`src/rtl/climate_pkg.sv`:
```
// Shared definitions for the climate controller: dwell state encoding,
// threshold defaults, sample plausibility limits and a counter-width helper.
package climate_pkg;

    typedef enum logic {
        ST_OFF = 1'b0,
        ST_ON  = 1'b1
    } dwell_state_e;

    // Default hysteresis thresholds (degC / %RH)
    localparam int TEMP_ON_DEF  = 8;
    localparam int TEMP_OFF_DEF = 5;
    localparam int HUM_ON_DEF   = 85;
    localparam int HUM_OFF_DEF  = 92;

    // Plausibility limits for incoming samples
    localparam int TEMP_MAX_DEF = 50;
    localparam int HUM_CEIL     = 100;

    // Default timing
    localparam int MIN_DWELL_DEF = 10;
    localparam int STALE_DEF     = 5;
    localparam int DEBOUNCE_DEF  = 20;

    // Bits needed to hold 0..n-1, never less than one bit
    function automatic int cnt_width(input int n);
        return (n > 1) ? $clog2(n) : 1;
    endfunction

endpackage

```
`src/rtl/climate_ctrl_dwell.sv`:
```
// One actuator with a minimum dwell time in each state. A force request
// overrides the dwell and moves straight to force_val. rst_n is active-high.
module actuator_dwell
    import climate_pkg::*;
#(
    parameter int MIN_DWELL_S = MIN_DWELL_DEF
) (
    input  logic clk,
    input  logic rst_n,
    input  logic tick_1s,
    input  logic target,
    input  logic force_en,
    input  logic force_val,
    output logic state_out
);

    localparam int DW_W = cnt_width(MIN_DWELL_S + 1);

    dwell_state_e    r_state;
    logic [DW_W-1:0] r_dwell;
    logic            w_want_change;

    assign w_want_change = (target != (r_state == ST_ON)) && (r_dwell == '0);

    // State register: force wins, then dwell-gated transition, then countdown
    always_ff @(posedge clk or posedge rst_n) begin
        if (rst_n) begin
            r_state <= ST_OFF;
            r_dwell <= '0;
        end else if (force_en) begin
            r_state <= dwell_state_e'(force_val);
            r_dwell <= DW_W'(MIN_DWELL_S);
        end else if (w_want_change) begin
            r_state <= dwell_state_e'(target);
            r_dwell <= DW_W'(MIN_DWELL_S);
        end else if (tick_1s && (r_dwell != '0)) begin
            r_dwell <= r_dwell - 1'b1;
        end
    end

    assign state_out = (r_state == ST_ON);

endmodule

```
`src/rtl/climate_ctrl.sv`:
```
// Closed-loop fan/humidifier controller: sample validation, hysteresis,
// mode button debounce, stale-sensor watchdog and per-actuator dwell.
// rst_n is an asynchronous active-high reset.
module climate_ctrl
    import climate_pkg::*;
#(
    parameter int CLK_HZ      = 1_000_000,
    parameter int TEMP_ON     = TEMP_ON_DEF,
    parameter int TEMP_OFF    = TEMP_OFF_DEF,
    parameter int HUM_ON      = HUM_ON_DEF,
    parameter int HUM_OFF     = HUM_OFF_DEF,
    parameter int TEMP_MAX    = TEMP_MAX_DEF,
    parameter int MIN_DWELL_S = MIN_DWELL_DEF,
    parameter int STALE_S     = STALE_DEF,
    parameter int DEBOUNCE_MS = DEBOUNCE_DEF
) (
    input  logic       clk,
    input  logic       rst_n,
    input  logic       sample_valid,
    input  logic [7:0] temperature,
    input  logic [7:0] humidity,
    input  logic       mode_btn,
    input  logic       man_fan,
    input  logic       man_hum,
    output logic       mode_auto,
    output logic       fan_on,
    output logic       hum_on,
    output logic       sensor_fault,
    output logic       sample_reject
);

    localparam int MS_DIV  = CLK_HZ / 1000;
    localparam int SEC_W   = cnt_width(CLK_HZ);
    localparam int MS_W    = cnt_width(MS_DIV);
    localparam int DB_W    = cnt_width(DEBOUNCE_MS);
    localparam int STALE_W = cnt_width(STALE_S + 1);

    logic [SEC_W-1:0]   r_sec_cnt;
    logic [MS_W-1:0]    r_ms_cnt;
    logic [2:0]         r_sync1;
    logic [2:0]         r_sync2;
    logic               r_btn_level;
    logic [DB_W-1:0]    r_db_cnt;
    logic               r_mode_auto;
    logic               r_fan_req;
    logic               r_hum_req;
    logic               r_sample_reject;
    logic [STALE_W-1:0] r_stale_cnt;
    logic               r_fault;
    logic               r_fault_d;

    logic w_tick_1s;
    logic w_tick_1ms;
    logic w_btn_sync;
    logic w_man_fan_sync;
    logic w_man_hum_sync;
    logic w_accept;
    logic w_reject;
    logic w_fan_target;
    logic w_hum_target;
    logic w_force;
    logic w_fan_state;
    logic w_hum_state;

    assign w_tick_1s  = (r_sec_cnt == SEC_W'(CLK_HZ - 1));
    assign w_tick_1ms = (r_ms_cnt == MS_W'(MS_DIV - 1));

    // Free-running 1 s and 1 ms prescalers
    // NOTE: sequential state uses <= so every flop samples pre-edge values.
    always_ff @(posedge clk or posedge rst_n) begin
        if (rst_n) begin
            r_sec_cnt <= '0;
            r_ms_cnt  <= '0;
        end else begin
            r_sec_cnt <= w_tick_1s  ? '0 : r_sec_cnt + 1'b1;
            r_ms_cnt  <= w_tick_1ms ? '0 : r_ms_cnt + 1'b1;
        end
    end

    // Two-flop synchronizers for the raw button and manual switches
    always_ff @(posedge clk or posedge rst_n) begin
        if (rst_n) begin
            r_sync1 <= '0;
            r_sync2 <= '0;
        end else begin
            r_sync1 <= {mode_btn, man_fan, man_hum};
            r_sync2 <= r_sync1;
        end
    end

    assign w_btn_sync     = r_sync2[2];
    assign w_man_fan_sync = r_sync2[1];
    assign w_man_hum_sync = r_sync2[0];

    // Button debounce on ms ticks; each accepted press toggles the mode
    always_ff @(posedge clk or posedge rst_n) begin
        if (rst_n) begin
            r_btn_level <= 1'b0;
            r_db_cnt    <= '0;
            r_mode_auto <= 1'b1;
        end else if (w_tick_1ms) begin
            if (w_btn_sync == r_btn_level) begin
                r_db_cnt <= '0;
            end else if (r_db_cnt == DB_W'(DEBOUNCE_MS - 1)) begin
                r_db_cnt    <= '0;
                r_btn_level <= w_btn_sync;
                if (w_btn_sync) begin
                    r_mode_auto <= ~r_mode_auto;
                end
            end else begin
                r_db_cnt <= r_db_cnt + 1'b1;
            end
        end
    end

    assign w_accept = sample_valid && (temperature <= 8'(TEMP_MAX)) &&
                      (humidity <= 8'(HUM_CEIL));
    assign w_reject = sample_valid && !w_accept;

    // Reject pulse and hysteresis requests, updated only by accepted samples
    always_ff @(posedge clk or posedge rst_n) begin
        if (rst_n) begin
            r_sample_reject <= 1'b0;
            r_fan_req       <= 1'b0;
            r_hum_req       <= 1'b0;
        end else begin
            r_sample_reject <= w_reject;
            if (w_accept) begin
                if (temperature >= 8'(TEMP_ON)) begin
                    r_fan_req <= 1'b1;
                end else if (temperature <= 8'(TEMP_OFF)) begin
                    r_fan_req <= 1'b0;
                end
                if (humidity <= 8'(HUM_ON)) begin
                    r_hum_req <= 1'b1;
                end else if (humidity >= 8'(HUM_OFF)) begin
                    r_hum_req <= 1'b0;
                end
            end
        end
    end

    // Stale watchdog: seconds since last accepted sample, saturating at fault
    always_ff @(posedge clk or posedge rst_n) begin
        if (rst_n) begin
            r_stale_cnt <= '0;
            r_fault     <= 1'b0;
            r_fault_d   <= 1'b0;
        end else begin
            r_fault_d <= r_fault;
            if (w_accept) begin
                r_stale_cnt <= '0;
                r_fault     <= 1'b0;
            end else if (w_tick_1s && !r_fault) begin
                if (r_stale_cnt == STALE_W'(STALE_S - 1)) begin
                    r_stale_cnt <= STALE_W'(STALE_S);
                    r_fault     <= 1'b1;
                end else begin
                    r_stale_cnt <= r_stale_cnt + 1'b1;
                end
            end
        end
    end

    // Target selection: manual switches, fail-safe cooling, or hysteresis
    always_comb begin
        // NOTE: defaults first so no path leaves a target unassigned (no latch).
        w_fan_target = r_fan_req;
        w_hum_target = r_hum_req;
        if (!r_mode_auto) begin
            w_fan_target = w_man_fan_sync;
            w_hum_target = w_man_hum_sync;
        end else if (r_fault) begin
            w_fan_target = 1'b1;
            w_hum_target = 1'b0;
        end
    end

    assign w_force = r_mode_auto && r_fault && !r_fault_d;

    actuator_dwell #(
        .MIN_DWELL_S (MIN_DWELL_S)
    ) u_fan_dwell (
        .clk       (clk),
        .rst_n     (rst_n),
        .tick_1s   (w_tick_1s),
        .target    (w_fan_target),
        .force_en  (w_force),
        .force_val (1'b1),
        .state_out (w_fan_state)
    );

    actuator_dwell #(
        .MIN_DWELL_S (MIN_DWELL_S)
    ) u_hum_dwell (
        .clk       (clk),
        .rst_n     (rst_n),
        .tick_1s   (w_tick_1s),
        .target    (w_hum_target),
        .force_en  (w_force),
        .force_val (1'b0),
        .state_out (w_hum_state)
    );

    assign mode_auto     = r_mode_auto;
    assign fan_on        = w_fan_state;
    assign hum_on        = w_hum_state;
    assign sensor_fault  = r_fault;
    assign sample_reject = r_sample_reject;

endmodule

```
`config.mk`:
```
export PLATFORM = sky130hd
export DESIGN_NAME = climate_ctrl
export DESIGN_NICKNAME = d
export VERILOG_FILES = /design/src/rtl/climate_pkg.sv /design/src/rtl/climate_ctrl_dwell.sv /design/src/rtl/climate_ctrl.sv
export SDC_FILE = /design/constraint.sdc
export NUM_CORES = 1
export LEC_CHECK = 0
export ABC_AREA = 1
export CAP_MARGIN = 20
export CORE_MARGIN = 2
export CORE_UTILIZATION = 39
export CTS_CLUSTER_DIAMETER = 100
export DETAILED_ROUTE_END_ITERATION = 7
export HOLD_SLACK_MARGIN = 0.02
export PLACE_DENSITY = 0.54
export SETUP_SLACK_MARGIN = 0.5
export SLEW_MARGIN = 20
export SYNTH_ARGS = -nofsm -noshare
export SYNTH_HDL_FRONTEND = slang
export SYNTH_HIERARCHICAL = 1
export SYNTH_SLANG_ARGS = --single-unit
```
`constraint.sdc`:
```
create_clock -name clk -period 3.6 [get_ports clk]
set_clock_uncertainty 0.2 [all_clocks]
set_input_delay 0.72 -clock clk [delete_from_list [all_inputs] [get_ports clk]]
set_output_delay 0.72 -clock clk [all_outputs]
set_load 0.01 [all_outputs]
```
==> Word level (Yosys, flattened, before mapping) <==
Cells that the tools add are included.
Widths: inputs -> output; s select.
{ "op_classes": {"div_mod_pow": 0, "n_reduce_logical": 30, "eq_ne": 7, "mux": 28, "n_bitwise": 2, "n_mul": 0, "n_lt_le_gt_ge": 6, "n_shift": 0, "n_addsub": 6} }
{ "ops": {"columns": ["operator", "n"], "rows": [
  ["$mux 4", 6],
  ["$add 20x1->20 const B", 1],
  ["$eq 20x20->1 const B", 1],
  ["$mux 20", 1],
  ["$le 8x7->1 const B", 2],
  ["$mux 1", 15],
  ["$reduce_bool 2->1", 6],
  ["$add 10x1->10 const B", 1],
  ["$eq 10x10->1 const B", 1],
  ["$logic_and 1x1->1", 10],
  ["$mux 10", 1],
  ["$mux 5", 2],
  ["$mux 3", 3],
  ["$ge 8x4->1 const B", 1],
  ["$ge 8x7->1 const B", 1],
  ["$le 8x3->1 const B", 1],
  ["$le 8x6->1 const B", 1],
  ["$logic_not 4->1", 2],
  ["$reduce_bool 4->1", 2],
  ["$sub 4x1->4 const B", 2],
  ["$reduce_and 2->1", 3],
  ["$reduce_bool 3->1", 2],
  ["$add 5x1->5 const B", 1],
  ["$eq 5x5->1 const B", 1],
  ["other kinds (8)", 12]
]} }
{ "totals": {"n_memories": 0, "mem_bits_rw": 0, "in_bits": 22, "rom_bits": 0, "regBits": 61, "out_inout_bits": 5, "latch_bits": 0, "wordCells": 96} }

==> Depth between registers and ports, before layout <==
Gate-level depths: netlist of run 1.
{ "logic_depth": {"depth_word": 6, "ltp_mapped": 10, "ltp_nobuf": 10} }

==> By module <==
The synthesis of run 1 kept the hierarchy.
{ "by_module_without_submodules": {"columns": ["module", "seq_area_each_um2", "cells_each", "area_each_um2", "instances"], "rows": [
  ["climate_ctrl", 1277.5, 339, 2722.6, 1],
  ["actuator_dwell", 125.1, 53, 370.4, 2]
]} }

==> Least setup slack after synthesis of run 1 <==
No wires, ideal clock.
{ "synth_timing": {"path_type": "register -> register", "start": "register r_mode_auto, in the netlist mode_auto", "end": "register u_fan_dwell.r_state, in the netlist u_fan_dwell/state_out", "arrival_time_ps": 1602, "path_stages_with_launch": 6, "setup_ps": 121, "period_less_slack_ps": 1924, "n_path_buf": 0, "required_time_ps": 3279, "path_slack_ps": 1676, "path_cell_list": "dfstp_2 inv_1 nor3_1 o21ai_0 nand2_1 o21ai_1"} }
{ "synth_via": {"elab_cells_between_ends": 8, "cone_classes": "eq/ne: 1; mux: 3; reduce/logical: 4"} }
{ "synth_rtl": {"columns": ["item", "line_no", "source"], "rows": [
  ["start: declaration", "climate_ctrl.sv:44", "logic r_mode_auto;"],
  ["start signal: assignment", "climate_ctrl.sv:108", "r_mode_auto <= ~r_mode_auto;"],
  ["$logic_and 1x1->1 * (2 in a row)", "climate_ctrl.sv:179", "assign w_force = r_mode_auto && r_fault && !r_fault_d;"],
  ["net w_force", "climate_ctrl.sv:61", "logic w_force;"],
  ["$mux 1 / $reduce_bool 2->1 (equally long branches)", null, null],
  ["end signal: assignment", "climate_ctrl_dwell.sv:31", "r_state <= dwell_state_e'(force_val);"],
  ["end signal: assignment", "climate_ctrl_dwell.sv:34", "r_state <= dwell_state_e'(target);"],
  ["end: declaration", "climate_ctrl_dwell.sv:19", "dwell_state_e r_state;"]
]} }
Mark *: on every way through the listed nets, which the timed path passes. The rest lies on a longest branch. The select of a mux whose other input is x is not followed.
A chain may end at the register's enable or synchronous reset.

==> Worst setup path after layout of run 1 <==
{ "layout_timing": {"start": "register r_mode_auto, in the netlist mode_auto", "end": "output mode_auto"} }
{ "layout_rtl": {"columns": ["item", "line_no", "source"], "rows": [
  ["end: declaration", "climate_ctrl.sv:25", "output logic mode_auto,"]
]} }
No word-level cell between the ends.

==> impl_metrics.csv, run 1 <==
group,metric,value,unit
run,cap_violations,0,
power,ir_worst_vdd,0.000205,V
clock_tree,cts.sink_count,61,
global_route,antenna_found_initial,0,
min_path,hold_class,"flip-flop to flip-flop",
power,powerDensity,390,nW/um^2
setup_path,path_cells,"clkdlybuf4s50_1",
logic_synthesis,synth_area_leaders,"dfrtp_1, nand2_1, inv_1",
final_layout,final_nets,517,
setup_path,critPathLaunchType,"flip-flop",
sta,max-slew-margin-rel,46.6,%
logic_synthesis,ys_ff_latch,61,
placement,post-dp-hpwl,5140,um
power,internal_power,0.00124,W
clock_tree,cts_hold_repair.buffers,0,
power,power_frac_comb,8.8,%
global_route,grt.overflow.total,0,
sta,grt_setup_unrepaired,"no",
clock_tree,numCtsBuffers,9,
setup_path,cp.required,2.68,ns
global_route,grt_max_degree,39,
sta,setup_tns,0,ns
min_path,hold_path.startpoint,"r_sync1[1]",
setup_path,r2r_end,"u_hum_dwell/r_dwell[2]",
drt,ant_nets,0,
setup_path,cp_top_family,"flip-flops",
sta,final-setup-viol-count,0,
sta,holdWs,0.150,ns
clock_tree,htree_levels,3,
floorplan,chipWidth,98.2,um
setup_path,r2r_cells,8,
logic_synthesis,ys_dominant_reg_cell,"dfrtp_1",
setup_path,r2r-start,"r_sec_cnt[0]",
setup_path,path_buf_inv,1,
logic_synthesis,synth_top_area_share,43.4,%
power,clkPwrFrac,45.4,%
min_path,holdPathEnd,"r_sync2[1]",
logic_synthesis,ys_seq_area_share,44.1,%
logic_synthesis,synthesis.area,3460,um^2
floorplan,die_area,9650,um^2
drt,drcViolationCount,0,
logic_synthesis,syn_avg_cell_area,7.78,um^2
setup_path,slowest_delay,0.57,ns
power,p_switching,0.000363,W
logic_synthesis,yosysWarningCount,6,
drt,vias,2764,
final_layout,drive_gt1_share,14.1,%
power,swShare,22.6,%
clock_tree,cts_tree,"built",
power,seqPwrFrac,45.7,%
setup_path,worst-endpoint-arrival,1.45,ns
logic_synthesis,synth-async-reset-ratio,100,%
drt,dr.first_iter.drc_count,148,
clock_tree,clock_latency,0.33,ns
floorplan,coreArea,8680,um^2
clock_tree,cts_root_buf,"clkbuf_8",
global_route,grt_pass1_vias,2632,
floorplan,ioPinCount,27,
global_route,grt_util_all_layers,15.3,%
placement,routabilityCongestion,0.823,
placement,portBuffers,26,
clock_tree,post_cts_buffers,0,
logic_synthesis,synthesis.nets,477,
clock_tree,clockBufferDepth,2,
setup_path,r2r_slack,1.58,ns
drt,vias_per_cell,4.62,
setup_path,critPathSlowestCell,"dfstp_2",
clock_tree,clk_pin_slew,0.06,ns
floorplan,die_height,98.2,um
drt,routed_wl,6690,um
clock_tree,ctsResizeCount,0,
drt,wl_per_cell,11.2,um
setup_path,worstSetupPathType,"flip-flop to primary output",
sta,worstMarginPinSlew,0.800,ns
logic_synthesis,synth_enable_flop_cells,0,
logic_synthesis,synth_top_area_cell,"dfrtp_1",
sta,slew_violations,0,
sta,min_period,2.37,ns
setup_path,crit_fanout,5,
sta,period_share,65.9,%
setup_path,endpoint_kind,"primary output",
floorplan,rows,34,
drt,drt_first_pass_iters,4,
final_layout,num_antenna_cells,0,
final_layout,area_growth,19.1,%
logic_synthesis,yosysUniqueCellTypes,29,
min_path,min_path_cells,0,
sta,hold_viol,0,
power,power.leakage,2.07,nW
logic_synthesis,synth_cells,445,
global_route,grt_pass1_wl,11900,um
sta,max_freq,421,MHz
run_status,status,"complete, no violations",
floorplan,initial_core_util,39.9,%
==> stage by stage <==
stage | instances | cell area [um^2] | power [W] | util (%) | setup slack, ns
detailed placement | 582 | 3880 | 0.000893 | 44.7 | 1.30
global placement | 582 | 3880 | 0.000895 | 44.7 | 1.32
global route | 598 | 4130 | 0.00168 | 47.5 | 1.17
CTS | 598 | 4130 | 0.00164 | 47.5 | 1.21
finish | 598 | 4130 | 0.00161 | 47.5 | 1.23
floorplan | 445 | 3460 | 0.000834 | - | 1.45
==> kinds of logic after synthesis <==
logic type	share of synthesized area, %
AND/OR/NAND/NOR	36.4
buffers and inverters	6.94
flip-flops	44.1
AO/OA/AOI/OAI	3.61
XOR/XNOR	4.80
adder cells (fa/ha/maj)	3.61
other	0.217
multiplexers	0.289
==> registers in the layout, summed over array words and instances (netlist names), 3 cells and up <==
register,cells
r_sec_cnt,20
u_hum_dwell/r_dwell,4
r_stale_cnt,3
r_sync1,3
r_db_cnt,5
u_fan_dwell/r_dwell,4
r_ms_cnt,10
r_sync2,3
==> worst max-delay path by stage <==
stage	slack (ns)	cells past startpoint	end	start
CTS	1.21	1	mode_auto	mode_auto
floorplan	1.45	1	r_btn_level	rst_n
finish	1.23	1	mode_auto	mode_auto
detailed placement	1.30	8	r_fan_req	sample_valid
global placement	1.32	8	r_fan_req	sample_valid
global route	1.17	1	mode_auto	mode_auto
==> cells in the final DEF, fill, tap and decap left out, types with 3 or more instances in the layout <==
master,n
inv_1,55
a21oi_1,9
buf_4,3
dfrtp_1,60
clkdlybuf4s50_1,26
and3_1,3
nor2_4,7
nand2_2,11
o21ai_1,6
xor2_1,17
clkbuf_8,13
nand3_1,29
nor3_1,11
inv_2,9
nor2_1,54
o21ai_0,7
nand3_2,7
ha_1,10
nand4_1,9
nand2_1,116
nor2_2,10
==> final cells by class <==
class	instances	area, um^2
clock inverter	3	65.1
fill	884	4550
tap	108	135
multi-input combinational	320	1700
inverter	64	240
sequential	61	1530
clock buffer	13	179
timing repair buffer	29	283
==> power by group through the flow <==
stage                     sequential, W  combinational (W)  clock [W]
final                          0.000735           0.000142   0.000730
after global placement         0.000748           0.000147          0
after CTS                      0.000735           0.000145   0.000755
after floorplan                0.000743          0.0000911          0
after detailed placement       0.000748           0.000144          0
after global routing           0.000738           0.000165   0.000782
==> cells in the mapped netlist (all sizes together) (2+ instances only) <==
cell,n
o21ai,13
nand3,37
nand3b,2
conb,2
nand2,129
and3,3
nand4,9
dfrtp,60
nor3,11
inv,64
ha,10
a21oi,10
xnor2,2
nor2,71
xor2,17
==> metal layers <==
layer	vias up	part of all wire (%)	GRT usage (%)
li1	1465	-	-
met1	1243	52	21.4
met2	49	43	22.8
met3	7	4.9	3.51
met4	0	1.1	6.32
met5	-	0	0
No activity file was read; power rests on OpenSTA's default activity.
==> run 2: changes to the inputs <==
==> constraint.sdc (replaced) <==
create_clock -name clk -period 2.3 [get_ports clk]
set_clock_uncertainty 0.2 [all_clocks]
set_input_delay 0.46 -clock clk [delete_from_list [all_inputs] [get_ports clk]]
set_output_delay 0.46 -clock clk [all_outputs]
set_load 0.01 [all_outputs]
==> run 2 against run 1 <==
  * Sequential share of layout area fell by 1.1 points
  * Register-to-register slack worse by 0.98 ns
  * Critical endpoint unchanged
  * Sequential power up 56%
  * Utilization rose by 1.4 points
  * Critical path type unchanged
  * Combinational power rose by 58%
  * Power rose by 43%
  * Global-route usage hardly changed
  * Setup slack got worse by 0.64 ns
  * Largest power group unchanged
  * Final area grew 3.0%
  * Largest cell class unchanged
==> impl_metrics.csv, run 2 (synthesized netlist as in run 1, its figures left out) <==
group,metric,value,unit
setup_path,worstSetupPathType,"flip-flop to primary output",
sta,period_share,74.3,%
sta,final-setup-viol-count,0,
final_layout,instances_no_fill,608,
clock_tree,cts_tree,"built",
power,seqPwrFrac,50.1,%
final_layout,nFillCells,849,
drt,drt_first_pass_iters,4,
setup_path,critPathLaunchType,"flip-flop",
floorplan,chipWidth,98.2,um
drt,ant_nets,0,
setup_path,r2r-start,"r_ms_cnt[0]",
floorplan,die_area,9650,um^2
clock_tree,clk_pin_slew,0.07,ns
setup_path,crit_fanout,5,
global_route,grt_pass1_wl,12000,um
setup_path,endpoint_kind,"primary output",
setup_path,cp.required,1.64,ns
global_route,antenna_found_initial,0,
drt,routed_wl,6790,um
final_layout,fin_area,4250,um^2
drt,dr.first_iter.drc_count,85,
clock_tree,cts_root_buf,"clkbuf_8",
global_route,grt.overflow.total,0,
setup_path,cp_top_family,"flip-flops",
power,powerDensity,541,nW/um^2
drt,vias,2885,
clock_tree,cts.sink_count,61,
power,ir_worst_vdd,0.000382,V
power,swShare,25.3,%
drt,wl_per_cell,11.2,um
final_layout,area_growth,22.7,%
sta,slew_violations,0,
placement,routabilityCongestion,0.850,
min_path,hold_path.startpoint,"r_sync1[1]",
final_layout,regMostFlops,"r_sec_cnt",
sta,setup_tns,0,ns
power,power_frac_comb,9.8,%
final_layout,final_common_cell,"nand2_1",
final_layout,num_antenna_cells,0,
setup_path,slowest_delay,0.57,ns
floorplan,coreArea,8680,um^2
run_status,status,"complete, no violations",
clock_tree,clockBufferDepth,2,
run,cap_violations,0,
floorplan,initial_core_util,39.9,%
placement,portBuffers,26,
sta,hold_viol,0,
final_layout,drive_gt1_share,18.6,%
placement,post-dp-hpwl,4980,um
power,power.leakage,2.13,nW
drt,vias_per_cell,4.75,
final_layout,final_nets,527,
sta,min_period,1.71,ns
final_layout,final_core_util,49.0,%
sta,grt_setup_unrepaired,"no",
min_path,hold_class,"flip-flop to flip-flop",
setup_path,worst-endpoint-arrival,1.05,ns
setup_path,path_buf_inv,1,
clock_tree,cts_hold_repair.buffers,0,
global_route,grt_util_all_layers,15.3,%
global_route,grt_pass1_vias,2859,
final_layout,largest_reg_flops,20,
clock_tree,htree_levels,3,
clock_tree,clock_latency,0.33,ns
placement,dp.cells,582,
floorplan,die_height,98.2,um
power,clkPwrFrac,40.1,%
setup_path,critPathSlowestCell,"dfstp_2",
power,internal_power,0.00172,W
global_route,grt_max_degree,52,
sta,max_freq,585,MHz
clock_tree,numCtsBuffers,9,
power,p_switching,0.000580,W
drt,drcViolationCount,0,
setup_path,path_cells,"clkbuf_2",
setup_path,worstSetupStartpoint,"mode_auto",
final_layout,final_cell_mix,"nand2_1, dfrtp_1, inv_1",
final_layout,reg_top3,"r_sec_cnt x20, r_ms_cnt x10, r_db_cnt x5",
floorplan,ioPinCount,27,
placement,place_area,3900,um^2
floorplan,rows,34,
-- run 2: final timing paths --
kind | slack, ns | depth (start not counted) | end
worst max-delay path | 0.59 | 1 | mode_auto
min in group asynchronous | 0.23 | 2 | u_hum_dwell/r_dwell[2]
worst min register to register | 0.15 | 0 | r_sync2[1]
max in group asynchronous | 1.23 | 3 | mode_auto
worst max register to register | 0.60 | 9 | mode_auto
worst min-delay path | 0.15 | 0 | r_sync2[1]
-- run 2: power groups by stage --
stage	logic [W]	registers (W)	clock network (W)
3_5_place_dp	0.000231	0.00117	0
4_1_cts	0.000231	0.00115	0.000960
5_1_grt	0.000264	0.00116	0.00101
6_report	0.000225	0.00115	0.000922
2_1_floorplan	0.000143	0.00116	0
3_3_place_gp	0.000230	0.00117	0
-- run 2: per-stage QoR --
step	hold slack [ns]	setup slack [ns]	total power, W
after detailed placement	0.136	0.255	0.00140
after global placement	0.133	0.284	0.00140
final	0.151	0.592	0.00230
after CTS	0.152	0.424	0.00234
after global routing	0.156	0.503	0.00243
after floorplan	0.0385	0.576	0.00131
-- run 2: metal layers --
layer  GRT usage, %  share of wire [%]  vias up
met3           4.08                3.5        9
met1           18.9                 48     1331
met2           25.9                 48       37
met4           5.37                1.1        0
li1               -                  -     1508
met5              0                  0        -
-- run 2: cell type report --
cell class / count / area, um^2 / area share [%]
clock inverter: 6 / 63.8 / 1.50
timing repair buffer: 38 / 357 / 8.39
sequential: 61 / 1530 / 36.0
multi-input combinational: 320 / 1780 / 42.0
timing repair inverter: 1 / 3.75 / 0.0883
inverter: 64 / 251 / 5.92
clock buffer: 10 / 128 / 3.00
tap: 108 / 135 / 3.18
-- run 2: timing repair --
action / in CTS / in global routing
pin swaps: 0 / 5
setup endpoints to repair: 13 / 29
gates resized for setup: 11 / 21
gates cloned: 1 / 0
setup buffers: 3 / 6
==> run 3: changes to the inputs <==
--- a/config.mk
+++ b/config.mk
@@ -12,7 +12,7 @@
 export CTS_CLUSTER_DIAMETER = 100
 export DETAILED_ROUTE_END_ITERATION = 7
 export HOLD_SLACK_MARGIN = 0.02
-export PLACE_DENSITY = 0.54
+export PLACE_DENSITY = 0.56
 export SETUP_SLACK_MARGIN = 0.5
 export SLEW_MARGIN = 20
 export SYNTH_ARGS = -nofsm -noshare
==> constraint.sdc (replaced) <==
create_clock -name clk -period 1.4 [get_ports clk]
set_clock_uncertainty 0.2 [all_clocks]
set_input_delay 0.28 -clock clk [delete_from_list [all_inputs] [get_ports clk]]
set_output_delay 0.28 -clock clk [all_outputs]
set_load 0.01 [all_outputs]
==> run 3 against run 2 <==
  * The flow now finishes with violations (negative hold slack, negative setup slack)
  * Via count up 13%
  * Sequential power up 65%
  * Die area unchanged
  * Cell count up 15%
  * Sequential share of layout area down 7.5 points
  * Critical path depth up 9
  * Register-to-register slack worse by 0.83 ns
  * Clock-buffer cell count down 1
  * Utilization up 13 points
  * Setup slack worse by 0.83 ns
  * Largest cell class unchanged
  * Highest routed layer unchanged
==> impl_metrics.csv, run 3 (synthesized netlist as in run 1, its figures left out) <==
group,metric,value,unit
power,swShare,26.8,%
clock_tree,cts_root_buf,"clkbuf_8",
power,ir_worst_vdd,0.000478,V
drt,ant_nets,0,
placement,detailedPlace.worstSlack,-0.364,ns
final_layout,regArea,1530,um^2
final_layout,reg_top3,"r_sec_cnt x20, r_ms_cnt x10, r_db_cnt x5",
drt,wl_per_cell,11.9,um
setup_path,r2r_end,"u_fan_dwell/r_dwell[2]",
sta,period_share,117,%
power,seqPwrFrac,47.9,%
drt,wl_met1,3820,um
power,clkPwrFrac,39.6,%
power,internal_power,0.00290,W
setup_path,r2r_cells,10,
power,p_switching,0.00106,W
sta,max_freq,612,MHz
setup_path,r2r-start,"mode_auto",
setup_path,worstSetupPathType,"flip-flop to flip-flop",
sta,holdWs,-0.256,ns
drt,maxUsedRoutingLayer,"met4",
final_layout,final_nets,619,
final_layout,regMostFlops,"r_sec_cnt",
drt,vias_per_cell,4.66,
drt,dr_wl_met3,311,um
floorplan,die_height,98.2,um
setup_path,worst-endpoint-arrival,1.70,ns
global_route,grt.overflow.total,0,
drt,drcViolationCount,0,
sta,worst_slack,-0.234,ns
run,cap_violations,0,
floorplan,rows,34,
final_layout,nFillCells,774,
setup_path,critPathLaunchType,"flip-flop",
setup_path,path_buf_inv,2,
drt,routed_wl,8330,um
power,powerDensity,736,nW/um^2
clock_tree,cts.sink_count,61,
global_route,grt_pass1_wl,14000,um
final_layout,final_core_util,61.9,%
final_layout,drive_gt1_share,47.8,%
setup_path,critPathSlowestCell,"dfstp_2",
drt,dr.first_iter.drc_count,137,
clock_tree,htree_levels,3,
setup_path,crit_fanout,5,
setup_path,slowest_delay,0.63,ns
power,power_frac_comb,12.5,%
run_status,violations,"negative hold slack, negative setup slack",
global_route,grt_max_degree,16,
final_layout,largest_reg_flops,20,
sta,min_period,1.63,ns
final_layout,area_growth,55.2,%
placement,portBuffers,26,
final_layout,final_common_cell,"nand2_1",
floorplan,ioPinCount,27,
final_layout,num_antenna_cells,0,
floorplan,initial_core_util,39.9,%
sta,final-setup-viol-count,50,
global_route,grt_pass1_vias,3225,
clock_tree,numCtsBuffers,9,
final_layout,final_cell_mix,"nand2_1, buf_4, dfrtp_1",
final_layout,multiInputGateArea,2100,um^2
drt,met2WireLength,4030,um
placement,routabilityCongestion,0.790,
placement,post-dp-hpwl,5920,um
floorplan,coreArea,8680,um^2
clock_tree,clockBufferDepth,2,
power,power.leakage,2.70,nW
sta,slew_violations,0,
setup_path,endpoint_kind,"flip-flop",
global_route,grt_util_all_layers,17.9,%
setup_path,r2r_slack,-0.23,ns
run_status,status,"complete, but fails checks",
sta,grt_setup_unrepaired,"yes",
floorplan,chipWidth,98.2,um
floorplan,die_area,9650,um^2
setup_path,cp.required,1.47,ns
clock_tree,clk_pin_slew,0.08,ns
global_route,antenna_found_initial,0,
clock_tree,cts_hold_repair.buffers,0,
clock_tree,cts_tree,"built",
setup_path,path_cells,"inv_4 > nand2_2 > nand2_2 > inv_2 > nand2_1 > nand2_1 > nor2_2 > nor2_2 > nand2_2 > nor2_2",
min_path,hold_class,"input port to asynchronous set/reset pin",
clock_tree,clock_latency,0.34,ns
setup_path,cp_top_family,"flip-flops",
sta,hold_viol,60,
drt,drt_first_pass_iters,5,
power,fin_total_pwr,0.00396,W
drt,vias,3263,
-- run 3: timing repair --
item,CTS,global route
pin swaps,44,36
setup endpoints to repair,59,98
gates resized for setup,150,72
buffers inserted,7,22
hold endpoints to repair,0,37
-- run 3: worst max path at each step --
stage / startpoint / end / slack (ns) / cells past startpoint
floorplan: r_sec_cnt[0] / u_fan_dwell/r_dwell[2] / -0.19 / 8
global placement: sample_valid / r_fan_req / -0.37 / 8
detailed placement: sample_valid / r_fan_req / -0.36 / 8
CTS: r_sec_cnt[1] / u_hum_dwell/r_dwell[2] / -0.23 / 8
global route: r_sec_cnt[6] / u_hum_dwell/r_dwell[2] / -0.40 / 9
finish: mode_auto / u_fan_dwell/r_dwell[2] / -0.23 / 10
-- run 3: area by class of cell --
class	instances	share of cell area (%)
Clock buffer	9	2.30
Clock inverter	7	1.42
Inverter	64	4.86
Multi-Input combinational cell	320	39.1
Sequential cell	61	28.4
Tap cell	108	2.51
Timing Repair Buffer	131	21.4
-- run 3: power by group through the flow --
stage,Sequential (W),Combinational (W),Clock (W)
after floorplan,0.00191,0.000241,0
after global placement,0.00192,0.000417,0
after detailed placement,0.00193,0.000430,0
after CTS,0.00190,0.000451,0.00161
after global routing,0.00190,0.000552,0.00172
final,0.00190,0.000493,0.00157
-- run 3: per-stage QoR --
stage / setup TNS (ns) / cell area, um^2 / hold WS (ns) / cells
2_1_floorplan: -2.62 / 3560 / -0.141 / 445
3_3_place_gp: -8.69 / 4560 / 0.133 / 655
3_5_place_dp: -9.44 / 4560 / 0.145 / 655
4_1_cts: -7.68 / 4940 / 0.0258 / 678
5_1_grt: -13.26 / 5380 / -0.241 / 700
6_report: -7.90 / 5380 / -0.256 / 700
-- run 3: per-layer routing --
layer  vias up  track usage [%]
met5         -                0
met4         0             7.69
met3        13             2.86
met2        56             28.6
met1      1510             24.2
li1       1684                -
